**src/rtl/v_mult_accum.sv**
```systemverilog
// Accumulates a run of unsigned products from a fixed-latency upstream multiplier.
// in_valid is delayed to line up with P; ovf flags any carry out of the accumulator.
module v_mult_accum #(
  parameter int unsigned PW  = 64,
  parameter int unsigned AW  = 72,
  parameter int unsigned LAT = 7,
  parameter int unsigned CW  = 8
) (
  input  logic          clk,
  input  logic          rst,
  input  logic          in_valid,
  input  logic [PW-1:0] P,
  input  logic          start,
  input  logic [CW-1:0] len,
  output logic [AW-1:0] sum,
  output logic          sum_valid,
  output logic          busy,
  output logic          ovf
);

  typedef enum logic [1:0] {StIdle, StAcc, StDone} state_e;

  state_e          state_q, state_d;
  logic [LAT-1:0]  pv_q;
  logic            pv;
  logic [AW-1:0]   acc_q, acc_d;
  logic [AW-1:0]   sum_q, sum_d;
  logic [CW-1:0]   cnt_q, cnt_d;
  logic            ovf_q, ovf_d;
  logic [AW:0]     add_res;

  assign pv      = pv_q[LAT-1];
  // One extra bit captures the carry out of the accumulator.
  assign add_res = {1'b0, acc_q} + {{(AW + 1 - PW){1'b0}}, P};

  always_comb begin
    state_d = state_q;
    acc_d   = acc_q;
    sum_d   = sum_q;
    cnt_d   = cnt_q;
    ovf_d   = ovf_q;
    unique case (state_q)
      StIdle: begin
        if (start) begin
          acc_d = '0;
          ovf_d = 1'b0;
          cnt_d = len;
          if (len == '0) begin
            sum_d   = '0;
            state_d = StDone;
          end else begin
            state_d = StAcc;
          end
        end
      end
      StAcc: begin
        if (pv) begin
          acc_d = add_res[AW-1:0];
          cnt_d = cnt_q - 1'b1;
          if (add_res[AW]) ovf_d = 1'b1;
          if (cnt_q == CW'(1)) begin
            sum_d   = add_res[AW-1:0];
            state_d = StDone;
          end
        end
      end
      StDone: begin
        state_d = StIdle;
      end
      default: begin
        state_d = StIdle;
      end
    endcase
  end

  always_ff @(posedge clk or posedge rst) begin
    if (rst) begin
      state_q <= StIdle;
      pv_q    <= '0;
      acc_q   <= '0;
      sum_q   <= '0;
      cnt_q   <= '0;
      ovf_q   <= 1'b0;
    end else begin
      state_q <= state_d;
      pv_q[0] <= in_valid;
      for (int i = 1; i < int'(LAT); i++) pv_q[i] <= pv_q[i-1];
      acc_q   <= acc_d;
      sum_q   <= sum_d;
      cnt_q   <= cnt_d;
      ovf_q   <= ovf_d;
    end
  end

  assign sum       = sum_q;
  assign sum_valid = (state_q == StDone);
  assign busy      = (state_q != StIdle);
  assign ovf       = ovf_q;

endmodule

```
**config.mk**
```make
export PLATFORM = sky130hd
export DESIGN_NAME = v_mult_accum
export DESIGN_NICKNAME = d
export VERILOG_FILES = /design/src/rtl/v_mult_accum.sv
export SDC_FILE = /design/constraint.sdc
export NUM_CORES = 1
export LEC_CHECK = 0
export CORE_MARGIN = 1
export CORE_UTILIZATION = 30
export CTS_BUF_LIST = sky130_fd_sc_hd__clkbuf_4 sky130_fd_sc_hd__clkbuf_8
export DETAILED_ROUTE_END_ITERATION = 10
export GPL_ROUTABILITY_DRIVEN = 0
export PLACE_DENSITY_LB_ADDON = 0.1
export SLEW_MARGIN = 20
export SYNTH_ARGS = -nofsm -noshare
export SYNTH_HDL_FRONTEND = slang
export SYNTH_SLANG_ARGS = --single-unit
```
**constraint.sdc**
```tcl
create_clock -name clk -period 6.7 [get_ports clk]
set_input_delay 1.34 -clock clk [delete_from_list [all_inputs] [get_ports clk]]
set_output_delay 1.34 -clock clk [all_outputs]
set_load 0.05 [all_outputs]
```
==> qor.txt <==
Peak supply drop: 0.162 mV
CTS Sinks: 162
CP Data Required Time: 7.08 ns
Routed via count divided by cell count: 5.24
Pleak: 5.41 nW
Initial antenna violation count: 0
Max Cap Viol: 0
Die height: 187 um
Initial core utilization: 30.5%
Crit-path max FO: 5
Post-route cell area: 0.0126 mm^2
# fillers: 3487
Synth Instances: 1173
DRC errors left: 0
Sw frac: 49.4%
CTS clk-pin slew, worst paths: 0.09 ns
CTS tree: done
Share of layout cells above drive strength 1: 5.13%
Multi-input gate area: 0.00590 mm^2
Global-route wire length before repair: 52.0 mm
Nets: 1437
Net Sw Power: 0.00256 W
CP bufs+invs: 1
Commonest non-fill, non-tap cells in the layout: nand2_1 (221), dfrtp_1 (162), clkdlybuf4s50_1 (150)
CTS hold repair buffers: 0
Synthesized area: 0.0102 mm^2
Via Count: 9178
Tot GR Track Use: 19.1%
Crit path kind: input pin to register
Synth warn: 0
Routed WL: 32.8 mm
Area growth from synthesis to layout: 22.9%
Rel. slew slack: 26.4%
Max-slew violations: 0
Final setup TNS: 0 ns
Detailed Routing Iterations Pass 1: 5
Comb pwr share: 57.3%
Number of diodes: 0
Slowest CP cell: o31ai_2
Setup Skew: 0.0174 ns
Core Area: 0.0335 mm^2
Most common cell after layout, fill and taps aside: nand2_1
Post-DP Area: 0.0122 mm^2
Num rows: 67
Die area: 0.0349 mm^2
Yosys reg bits: 162
RSZ-0062 raised after global routing: false
Setup crit end kind: register
Final Critical Period: 4.32 ns
Post_cts resized: 0
CP delay by family, top: compound AO/OA/AOI/OAI gates
Die width: 187 um
Clk network pwr share: 15.1%
CTS Buffer Depth: 2
Postcts setup bufs: 0
CP Cell Sequence: clkdlybuf4s50_1, ha_1, fa_1, a211oi_1, nor2_1, o31ai_2, a21oi_2, o2111ai_1, nand4_1, a221oi_1, xnor2_1, a22o_1
Largest net degree at the start of global routing: 85
Internal power: 0.00262 W
Synth unique cells: 66
Max Clk Rate: 231 MHz
Asr flop ratio synth: 100%
# port buffers: 150
Worst-Margin Slew: 1.10 ns
Vias in the first global route: 9068
Total global routing overflow: 0
Min-Delay Path Class: register to register
Synth Net Count: 1316
Syn_area_per_cell: 8.73 um^2
Root Driver: clkbuf_8
Routed WL per cell: 18.7 um
Largest stage delay, worst path: 0.44 ns
DRT antenna net count: 0
Pwr dens: 411 mW/mm^2
Final hold violations: 0
Worst-Skew Late Latency: 0.49 ns
DRT iter0 DRCs: 678
Seq/Total Area, Yosys: 39.6%
Worst EP arrival: 4.71 ns
Sequential power share: 27.6%
Type of origin of the critical path: input pin
Status: complete, no violations
Crit share post-route: 64.5%
Synth Flop Type: dfrtp_1
Detailed placement HPWL: 24.2 mm
H-Tree Level Count: 4
Num CTS Buffers: 17
Ports: 151
Post-synth EDFFs: 0
Flip-flop and latch area: 0.00405 mm^2
Finish-stage setup viols: 0
## Yosys cell counts (all sizes together) (9+ instances only)
| cell | n | area [um^2] |
|---|---|---|
| nor3 | 20 | 105 |
| nand3 | 31 | 155 |
| inv | 25 | 93.8 |
| o211ai | 12 | 90.1 |
| o21bai | 12 | 90.1 |
| a21o | 16 | 120 |
| a31oi | 9 | 56.3 |
| xor2 | 26 | 228 |
| xnor2 | 35 | 307 |
| nand4 | 18 | 113 |
| nor2 | 65 | 244 |
| dfrtp | 162 | 4050 |
| clkbuf | 50 | 188 |
| nand2 | 221 | 830 |
| a21oi | 88 | 455 |
| o21ai | 85 | 425 |
| ha | 66 | 826 |
| o21a | 16 | 120 |
| a22o | 32 | 280 |
| o31ai | 68 | 515 |
## routing by layer
layer	part of all wire (%)	track usage [%]	vias up
met5	0	0	-
met4	2.1	5.64	0
met3	3.5	3.20	33
met2	45	29.3	210
met1	50	27.3	4400
li1	-	-	4535
## state kept, by name, summed over array words and instances, names as in the netlist
register / flops
cnt_q: 8
acc_q: 72
pv_q: 7
ovf: 1
sum: 72
state_q: 2
## path summary, 6_finish.rpt
| kind | start | to | slack, ns | cells past startpoint |
|---|---|---|---|---|
| setup / recovery | P[0] | sum[54] | 2.38 | 12 |
| hold / removal | pv_q[3] | pv_q[4] | 0.35 | 0 |
| setup reg to reg | acc_q[0] | sum[54] | 3.24 | 11 |
| hold reg to reg | pv_q[3] | pv_q[4] | 0.35 | 0 |
| max in group asynchronous | rst | acc_q[45] | 4.41 | 3 |
| min in group asynchronous | rst | sum[3] | 1.35 | 2 |
## per-stage QoR
stage / total power [W] / util [%] / setup WS (ns) / hold WS, ns / cells
after detailed placement: 0.00443 / 36.3 / 1.85 / 0.337 / 1723
after floorplan: 0.00351 / - / 0.983 / 0.331 / 1173
after CTS: 0.00524 / 37.5 / 2.39 / 0.348 / 1753
after global routing: 0.00556 / 37.5 / 2.10 / 0.359 / 1753
final: 0.00518 / 37.5 / 2.38 / 0.354 / 1753
after global placement: 0.00443 / 36.3 / 1.89 / 0.332 / 1723
## cell families (layout without fill, tap and decap cells)
family                   Yosys count  in the layout  synth area share, %
adder cells (fa/ha/maj)           67             67                 8.26
multiplexers                       7              7                0.733
AO/OA/AOI/OAI                    387            387                 25.6
AND/OR/NAND/NOR                  409            409                 17.6
flip-flops                       162            162                 39.6
XOR/XNOR                          61             61                 5.22
buffers and inverters             80            212                 2.98
## final cells by class
type                            count  area share [%]
Clock buffer                       21            2.20
Timing Repair Buffer              157            12.4
Sequential cell                   162            32.2
Clock inverter                      9            1.04
Multi-Input combinational cell    931            46.9
Inverter                           25           0.785
Tap cell                          448            4.45
## worst register-to-register path, stage by stage (launching register included)
cell       delay [ns]
dfrtp_1          0.41
ha_1             0.22
fa_1             0.42
a211oi_1         0.23
nor2_1           0.14
o31ai_2          0.44
a21oi_2          0.16
o2111ai_1        0.40
nand4_1          0.15
a221oi_1         0.42
xnor2_1          0.17
a22o_1           0.22
## power by group through the flow
| stage | registers (W) | clock network (W) | logic, W |
|---|---|---|---|
| final | 0.00143 | 0.000780 | 0.00297 |
| after global routing | 0.00147 | 0.000839 | 0.00325 |
| after CTS | 0.00143 | 0.000809 | 0.00300 |
| after detailed placement | 0.00145 | 0 | 0.00298 |
| after global placement | 0.00145 | 0 | 0.00298 |
| after floorplan | 0.00178 | 0 | 0.00173 |
Power figures use the tool's default switching activity.
